===== src/rtl/mem_pkg.sv =====
// Shared memory-subsystem constants and types.
// Used by the VDU fetch engine and other SRAM clients.
package mem_pkg;

    localparam int SRAM_AW = 18;
    localparam int SRAM_DW = 32;

    // Matches the controller's diagnostic "granted" encoding.
    typedef enum logic [1:0] {
        NONE = 2'd0,
        VDU  = 2'd1,
        DE   = 2'd2,
        IQ   = 2'd3
    } client_e;

    localparam int VDU_H_PIXELS     = 640;
    localparam int VDU_V_LINES      = 480;
    localparam int VDU_PIX_PER_WORD = 4;
    localparam int VDU_FRAME_WORDS  =
        VDU_H_PIXELS * VDU_V_LINES / VDU_PIX_PER_WORD;

    typedef enum logic {
        VF_IDLE  = 1'b0,
        VF_FETCH = 1'b1
    } vf_state_e;

endpackage


===== src/rtl/vdu_fetch_if.sv =====
// VDU read-port and word-stream bundle.
// master: fetch engine (vdu_req/address out, word out); slave: peers.
interface vdu_fetch_if
    import mem_pkg::*;
#(
    parameter int AW = SRAM_AW
);

    logic               vdu_req;
    logic               vdu_ack;
    logic [AW-1:0]      vdu_address;
    logic [SRAM_DW-1:0] vdu_data;
    logic               word_valid;
    logic               word_ready;
    logic [SRAM_DW-1:0] word_data;

    modport master (
        output vdu_req,
        output vdu_address,
        input  vdu_ack,
        input  vdu_data,
        output word_valid,
        output word_data,
        input  word_ready
    );

    modport slave (
        input  vdu_req,
        input  vdu_address,
        output vdu_ack,
        output vdu_data,
        input  word_valid,
        input  word_data,
        output word_ready
    );

endinterface


===== src/rtl/sync_fifo.sv =====
// Synchronous FIFO with flush; head word is read straight from storage.
// Ports: push/wdata, pop/rdata, flush, count, empty, full.
module sync_fifo #(
    parameter  int DEPTH = 8,
    parameter  int WIDTH = 32,
    localparam int CW    = $clog2(DEPTH + 1)
) (
    input  logic             clk,
    input  logic             reset,
    input  logic             push,
    input  logic [WIDTH-1:0] wdata,
    input  logic             pop,
    input  logic             flush,
    output logic [WIDTH-1:0] rdata,
    output logic [CW-1:0]    count,
    output logic             empty,
    output logic             full
);

    localparam int PW = $clog2(DEPTH);

    logic [WIDTH-1:0] mem [DEPTH];
    logic [PW-1:0]    wptr;
    logic [PW-1:0]    rptr;
    logic             do_push;
    logic             do_pop;

    assign empty   = (count == '0);
    assign full    = (count == CW'(DEPTH));
    assign do_pop  = pop && !empty;
    // A pop in the same cycle frees the slot being written.
    assign do_push = push && (!full || do_pop);
    assign rdata   = mem[rptr];

    always_ff @(posedge clk or posedge reset) begin
        if (reset) begin
            wptr  <= '0;
            rptr  <= '0;
            count <= '0;
            for (int i = 0; i < DEPTH; i++) begin
                mem[i] <= '0;
            end
        end else if (flush) begin
            wptr  <= '0;
            rptr  <= '0;
            count <= '0;
        end else begin
            if (do_push) begin
                mem[wptr] <= wdata;
                wptr      <= wptr + PW'(1);
            end
            if (do_pop) begin
                rptr <= rptr + PW'(1);
            end
            unique case ({do_push, do_pop})
                2'b10:   count <= count + CW'(1);
                2'b01:   count <= count - CW'(1);
                default: ;
            endcase
        end
    end

endmodule


===== src/rtl/vdu_fetch.sv =====
// Frame prefetch engine: streams frame words from SRAM into a FIFO.
// Ports: frame_start/base_addr, bus (mem + word stream), frame_done, underrun.
module vdu_fetch
    import mem_pkg::*;
#(
    parameter int DEPTH       = 8,
    parameter int FRAME_WORDS = VDU_FRAME_WORDS,
    parameter int AW          = SRAM_AW
) (
    input  logic          clk,
    input  logic          reset,
    input  logic          frame_start,
    input  logic [AW-1:0] base_addr,
    vdu_fetch_if.master   bus,
    output logic          frame_done,
    output logic          underrun
);

    localparam int IW = $clog2(FRAME_WORDS + 1);
    localparam int CW = $clog2(DEPTH + 1);

    vf_state_e    state;
    vf_state_e    state_nx;
    logic [AW-1:0] addr;
    logic [IW-1:0] issued;
    logic          inflight;
    logic [CW-1:0] count;
    logic          empty;
    logic          full;
    logic          req;
    logic          ack_ok;
    logic          push;
    logic          all_issued;

    assign all_issued = (issued == IW'(FRAME_WORDS));
    // The word still in flight already owns a FIFO slot.
    assign req = (state == VF_FETCH) && !all_issued &&
                 ((int'(count) + int'(inflight)) < DEPTH);
    assign ack_ok = bus.vdu_ack && req && !frame_start;
    // Data for a pre-flush request is dropped on frame_start.
    assign push = inflight && !frame_start;

    assign bus.vdu_req     = req;
    assign bus.vdu_address = addr;
    assign bus.word_valid  = !empty;

    sync_fifo #(
        .DEPTH (DEPTH),
        .WIDTH (SRAM_DW)
    ) u_fifo (
        .clk   (clk),
        .reset (reset),
        .push  (push),
        .wdata (bus.vdu_data),
        .pop   (bus.word_ready),
        .flush (frame_start),
        .rdata (bus.word_data),
        .count (count),
        .empty (empty),
        .full  (full)
    );

    always_comb begin
        state_nx = state;
        if (frame_start) begin
            state_nx = VF_FETCH;
        end else if (state == VF_FETCH && all_issued) begin
            state_nx = VF_IDLE;
        end
    end

    always_ff @(posedge clk or posedge reset) begin
        if (reset) begin
            state      <= VF_IDLE;
            addr       <= '0;
            issued     <= '0;
            inflight   <= 1'b0;
            frame_done <= 1'b1;
            underrun   <= 1'b0;
        end else begin
            state <= state_nx;
            if (frame_start) begin
                addr       <= base_addr;
                issued     <= '0;
                inflight   <= 1'b0;
                frame_done <= 1'b0;
                underrun   <= 1'b0;
            end else begin
                if (ack_ok) begin
                    addr     <= addr + AW'(1);
                    issued   <= issued + IW'(1);
                    inflight <= 1'b1;
                end else begin
                    inflight <= 1'b0;
                end
                // At most one word is outstanding, so issued counts it.
                if (push && all_issued) begin
                    frame_done <= 1'b1;
                end
                if (bus.word_ready && empty &&
                    (state == VF_FETCH || !frame_done)) begin
                    underrun <= 1'b1;
                end
            end
        end
    end

    a_ack_needs_req: assert property (
        @(posedge clk) disable iff (reset)
        bus.vdu_ack |-> req
    ) else $error("vdu_ack without vdu_req");

    a_no_push_full: assert property (
        @(posedge clk) disable iff (reset)
        !(push && full && !bus.word_ready)
    ) else $error("FIFO push while full");

endmodule


===== src/flat_wrapper.sv =====
// flat-port wrapper written by rule: the top's interface ports become plain ports
module vdu_fetch_flat import mem_pkg::*;
#(
    parameter int DEPTH       = 8,
    parameter int FRAME_WORDS = VDU_FRAME_WORDS,
    parameter int AW          = SRAM_AW
)
  (clk, reset, frame_start, base_addr, frame_done, underrun, bus_vdu_req, bus_vdu_address, bus_vdu_ack, bus_vdu_data, bus_word_valid, bus_word_data, bus_word_ready);
  vdu_fetch_if #(.AW(AW)) bus_i ();
  input  logic clk;
  input  logic reset;
  input  logic frame_start;
  input  logic [AW-1:0] base_addr;
  output logic frame_done;
  output logic underrun;
  output wire logic [$bits(bus_i.vdu_req)-1:0] bus_vdu_req;
  output wire logic [$bits(bus_i.vdu_address)-1:0] bus_vdu_address;
  input wire logic [$bits(bus_i.vdu_ack)-1:0] bus_vdu_ack;
  input wire logic [$bits(bus_i.vdu_data)-1:0] bus_vdu_data;
  output wire logic [$bits(bus_i.word_valid)-1:0] bus_word_valid;
  output wire logic [$bits(bus_i.word_data)-1:0] bus_word_data;
  input wire logic [$bits(bus_i.word_ready)-1:0] bus_word_ready;
  assign bus_vdu_req = bus_i.vdu_req;
  assign bus_vdu_address = bus_i.vdu_address;
  assign bus_i.vdu_ack = bus_vdu_ack;
  assign bus_i.vdu_data = bus_vdu_data;
  assign bus_word_valid = bus_i.word_valid;
  assign bus_word_data = bus_i.word_data;
  assign bus_i.word_ready = bus_word_ready;
  vdu_fetch #(.DEPTH(DEPTH), .FRAME_WORDS(FRAME_WORDS), .AW(AW)) u_core (.clk(clk), .reset(reset), .frame_start(frame_start), .base_addr(base_addr), .bus(bus_i), .frame_done(frame_done), .underrun(underrun));
endmodule

===== config.mk =====
export PLATFORM = sky130hd
export DESIGN_NAME = vdu_fetch_flat
export DESIGN_NICKNAME = d
export VERILOG_FILES = /design/src/rtl/mem_pkg.sv /design/src/rtl/vdu_fetch_if.sv /design/src/rtl/sync_fifo.sv /design/src/rtl/vdu_fetch.sv /design/src/flat_wrapper.sv
export SDC_FILE = /design/constraint.sdc
export NUM_CORES = 1
export LEC_CHECK = 0
export BUFFER_PORTS_ARGS = -buffer_cell sky130_fd_sc_hd__buf_2
export CAP_MARGIN = 10
export CORE_MARGIN = 1.5
export CORE_UTILIZATION = 57
export CTS_BUF_LIST = sky130_fd_sc_hd__clkbuf_8
export DETAILED_ROUTE_END_ITERATION = 12
export GPL_ROUTABILITY_DRIVEN = 0
export PLACE_DENSITY = 0.77
export RECOVER_POWER = 50
export SLEW_MARGIN = 20
export SYNTH_ARGS = -nofsm -noshare
export SYNTH_HDL_FRONTEND = slang
export SYNTH_SLANG_ARGS = --single-unit

===== constraint.sdc =====
create_clock -name clk -period 10.8 [get_ports clk]
set_input_delay 2.7 -clock clk [delete_from_list [all_inputs] [get_ports clk]]
set_output_delay 2.7 -clock clk [all_outputs]
set_load 0.02 [all_outputs]

# Word level (Yosys, flattened, before mapping)
# Cells that the tools add are included.
# op_classes
n_addsub	7
n_lt_le_gt_ge	4
n_eq_ne	4
n_mux	24
bitwise	3
n_reduce_logical	28
# ops
cell	n
$bwmux 256	1
$bmux 32 s3	1
$demux 32 s3	1
$mux 32	3
$mux 18	2
$mux 17	2
$lt 32x5->1 const B	1
$add 18x1->18 const B	1
$add 17x1->17 const B	1
$eq 17x17->1 const B	1
$logic_and 1x1->1	12
$mux 3	4
$reduce_bool 2->1	6
$ge 4x4->1 const B	2
$mux 1	8
$not 3->4	2
$pmux 4 s2	1
$add 3x1->3 const B	2
$add 4x1->5	1
$logic_not 1->1	5
$add 4x1->4 const B	1
$eq 4x4->1 const B	1
$logic_not 4->1	1
$lt 4x1->1 const B	1
8 further kinds	9
# totals
regBits	305
input_bits	55
out_inout_bits	54
elab_cells	87

# Depth between registers and ports, before layout
# logic_depth
word_depth	8
ltp_mapped	8
mapped_depth_nobuf	7

# Modules after synthesis
# Synthesis repeated with hierarchy kept, for this count alone.
# hier_totals
hier_cells	1003
area_unflattened_um2	15273.4
# by_module_without_submodules
mod	n_inst	cells_each	area_per_inst_um2	seq_area_each_um2
sync_fifo	1	732	12881.1	6656.4
vdu_fetch	1	271	2392.3	977.2

# Worst setup path after synthesis
# No wires, ideal clock.
# synth_timing
kind	register to output
startpoint	register u_core.u_fifo.rptr[0]
endpoint	output bus_word_data[22]
arrival_ns	1.744
required_time_ns	8.100
slack_ns	6.356
path_stages_with_launch	4
n_path_buf	1
path_cell_list	dfrtp_1 > clkbuf_1 > mux4_2 > mux2_2
# synth_between
elab_chain_len	4
# synth_lines
item	line_no	rtl
start, declared	sync_fifo.sv:24	logic [PW-1:0] rptr;
start signal, assigned	sync_fifo.sv:53	rptr <= rptr + PW'(1);
$not 3->4 (not written as such)	sync_fifo.sv:33	assign rdata = mem[rptr];
$bmux 32 s3	sync_fifo.sv:33	
$mux 32 (not written as such) (2 in a row)	sync_fifo.sv:33	
end, declared	flat_wrapper.sv:21	output wire logic [$bits(bus_i.word_data)-1:0] bus_word_data;
# Every way passes these cells. The select of a mux whose other input is x is not followed.

# Final worst setup path
# layout_timing
startpoint	input frame_start
endpoint	register u_core.u_fifo.count[2]
# layout_between
elab_chain_len	6
elab_cells_between_ends	8
cone_classes	2 x eq/ne; 2 x mux; 4 x reduce/logical
# layout_lines
item	line_no	rtl
start, declared	flat_wrapper.sv:12	input logic frame_start;
$logic_not 1->1	vdu_fetch.sv:41	assign push = inflight && !frame_start;
$logic_and 1x1->1	vdu_fetch.sv:41	
$logic_and 1x1->1	sync_fifo.sv:32	assign do_push = push && (!full || do_pop);
$eq 2x1->1 or $eq 2x2->1 (tied branches)	sync_fifo.sv:55	unique case ({do_push, do_pop})
$pmux 4 s2	sync_fifo.sv:55	
$mux 4	sync_fifo.sv:43	end else if (flush) begin
end signal, assigned	sync_fifo.sv:56	2'b10: count <= count + CW'(1);
end signal, assigned	sync_fifo.sv:57	2'b01: count <= count - CW'(1);
end, declared	sync_fifo.sv:15	output logic [CW-1:0] count,
# Parallel ways exist; a longest one is shown, timed or not.
# A chain may end at the register's enable or synchronous reset.

==> run metrics <==
PwrDens 204 nW/um2; Total GRT Usage approximately 23%; via count 8791; failing checks max-capacitance violations, max-slew violations; status finished, violations left; Cell Area, Placed roughly 15000 um2; Post-Synth Simple-Gate Area between 7 and 8%; area fraction of the dominant cell type after synthesis between 50% and 60%; hold crit path type reg -> reg; Die Y-Extent about 160 um; drt pass-1 iters 4; die area between 20000 and 30000 um2; Seq pwr share about 45%; leak pwr approximately 0.0076 uW; complex-gate fraction of the synthesized area approximately 3.4%; Clk pwr share around 28%; DRT iter0 DRCs between 400 and 500; adder-cell area share of the yosys netlist 0.597%; Layout Cells excl Fill between 1k and 1.5k; max-slew violations 132; post-DR wirelength/cell a little over 20 um; crit-path cells buf_2, clkbuf_1, clkinv_1, and2_1, o31ai_1; share of layout cells above drive strength 1 roughly 46%; Seq cells post-synth roughly 310; Final Setup Violations 0; Crit path max-delay family buffers and inverters; number of nets in the layout between 1k and 1.5k; drt total wl roughly 30 mm; cts hold-fix bufs 0; sequential share of the synthesized area roughly 52%; synth unique cells 58; Bufs and invs on worst path 3; largest family of logic cells by synthesized area multiplexers; initial antenna violation count 1; clock latency on the worst-skew pair 0.57 ns; CTS tree yes; period utilization 59.0%; P_int approximately 2300 uW; Mapped Area ~15000 um2; Async SR Flop Fraction 100%; global-route wire length before repair ~49 mm; post-CTS setup buffers 0; Synth Flop Type dfrtp_1; Layout area overhead 9.35%; Post-route DRC 0; most common cell after layout, fill and taps aside dfrtp_1; final worst path period need between 6 and 7 ns; port bufs 108; Clock Pin Slew Worst Setup and Hold Paths 0.06 ns; Rows slightly below 60; clk buf depth 3; Req. time, crit path between 10 and 15 ns; grt ovf 0; combinational share of power around 28%; xor/xnor share of the synthesized area less than 1%; vias per inst 6.03; number of enable flip-flop cells after synthesis 0; worst clock skew around 0.015 ns; worst relative slew slack -174%; RSZ-0062 raised after global routing no; dpl cells approximately 1.4k; setup TNS 0 ns; total CTS buffers 50; initial core utilization between 50 and 60%; post-DP HPWL between 15 and 20 mm; Net Sw Frac a little under a third; type of origin of the critical path input pin; Max VDD drop 0.131 mV; Worst EP arrival 6.84 ns; Setup crit end kind register; Root Driver clkbuf_8; warnings from Yosys 0; CTS sink count ~310; crit path kind in -> reg; core area approximately 25000 um2; die width roughly 160 um; H-tree Lvls 2; cell accounting for the most synthesized area dfrtp_1; post-synthesis cell count about 1000; largest net degree at the start of global routing between 150 and 200; fillcell total 1933; CP max FO 56; mux cell area share after synthesis roughly a third; Syn Area/Cell roughly 15 um2; fmax 157 MHz; Net Sw Power between 1000 and 1500 uW; total power between 3000 and 4000 uW; actual slew at the worst max-slew pin about 4 ns; hold violation count in the final report 0; top post-synthesis cells by area dfrtp_1, mux2_2, mux4_2, buf_8, buf_6; Antenna Nets Post-Route 0; syn_nets 1057; slowest stage cell, crit path clkbuf_1; Max Cap Violations 2; vias in the first global route ~9.3k; most frequent cells in the layout dfrtp_1, mux2_2, buf_2; # resized after CTS 0; I/O pin count roughly 110; post-route cell area ~16000 um2; max incr delay on CP 1.65 ns
## worst paths after layout
check,start,endpoint,slack (ns),depth (start not counted)
hold reg to reg,u_core.u_fifo.mem[140],u_core.u_fifo.mem[140],0.49,1
max in group asynchronous,reset,u_core.u_fifo.rptr[2],4.44,3
setup reg to reg,u_core.u_fifo.count[1],u_core.u_fifo.mem[36],7.82,4
hold / removal,u_core.u_fifo.mem[140],u_core.u_fifo.mem[140],0.49,1
min in group asynchronous,reset,u_core.bus.vdu_address[15],3.74,3
setup / recovery,frame_start,u_core.u_fifo.count[2],4.42,5
## logic make-up (layout without fill, tap and decap cells)
kind of cell	Yosys count	count (layout)
multiplexers	359	359
buffers and inverters	74	206
other	0	1
XOR/XNOR	8	8
adder cells (fa/ha/maj)	7	7
AND/OR/NAND/NOR	166	166
flip-flops	305	305
AO/OA/AOI/OAI	76	76
## sequential cells by signal, summed over array words and instances, names as in the netlist
register	flops
u_core.u_fifo.mem	256
u_core.bus.vdu_address	18
u_core.issued	17
u_core.u_fifo.count	4
u_core.u_fifo.rptr	3
u_core.u_fifo.wptr	3
u_core.frame_done	1
u_core.inflight	1
u_core.state	1
u_core.underrun	1
## metrics by stage
| stage | util, % | setup WS [ns] | hold WS (ns) |
|---|---|---|---|
| 2_1_floorplan | - | 4.04 | 0.453 |
| 6_report | 63.6 | 4.42 | 0.491 |
| 3_5_place_dp | 60.2 | 5.42 | 0.480 |
| 4_1_cts | 63.7 | 4.80 | 0.494 |
| 5_1_grt | 63.5 | 3.50 | 0.499 |
| 3_3_place_gp | 60.2 | 5.43 | 0.468 |
## worst reg2reg max path, delay by kind of cell, from the launching register on
family	cells	cell delay, ns
compound gates	1	0.66
simple gates	2	1.05
flops	1	0.53
mux	1	0.62
## layer usage
metal | track usage (%) | vias up | share of wire (%)
li1 | - | 3967 | -
met1 | 31.4 | 4591 | 44
met2 | 38.3 | 178 | 50
met3 | 3.86 | 55 | 3.7
met4 | 7.85 | 0 | 2.3
met5 | 0 | - | 0
## power groups by stage
| stage | Sequential (uW) | Combinational (uW) | Clock, uW |
|---|---|---|---|
| 5_1_grt | 1480 | 976 | 985 |
| 4_1_cts | 1460 | 921 | 931 |
| 2_1_floorplan | 1400 | 749 | 0 |
| 3_5_place_dp | 1480 | 918 | 0 |
| 3_3_place_gp | 1470 | 895 | 0 |
| 6_report | 1460 | 904 | 908 |
## final cells by class
| class | count | area (um2) | area share (%) |
|---|---|---|---|
| antenna | 1 | 2.50 | 0.0156 |
| clock buffer | 57 | 785 | 4.89 |
| clock inverter | 25 | 98.8 | 0.616 |
| inverter | 10 | 41.3 | 0.257 |
| multi-input combinational | 616 | 6510 | 40.5 |
| sequential | 305 | 7640 | 47.6 |
| tap | 330 | 413 | 2.57 |
| timing repair buffer | 114 | 564 | 3.52 |
## synth_stat cells, drive strengths merged, types with 9 or more instances
cell type  instances
mux4              64
dfrtp            304
and4               9
a21oi              9
o31ai             11
nand2             20
nor2b             13
nand3             24
nor2              36
clkbuf            19
inv                9
or3               10
o21ai             16
buf               45
nand4             14
or4               12
a31oi             15
mux2             294
(Power assumes the default switching activity.)
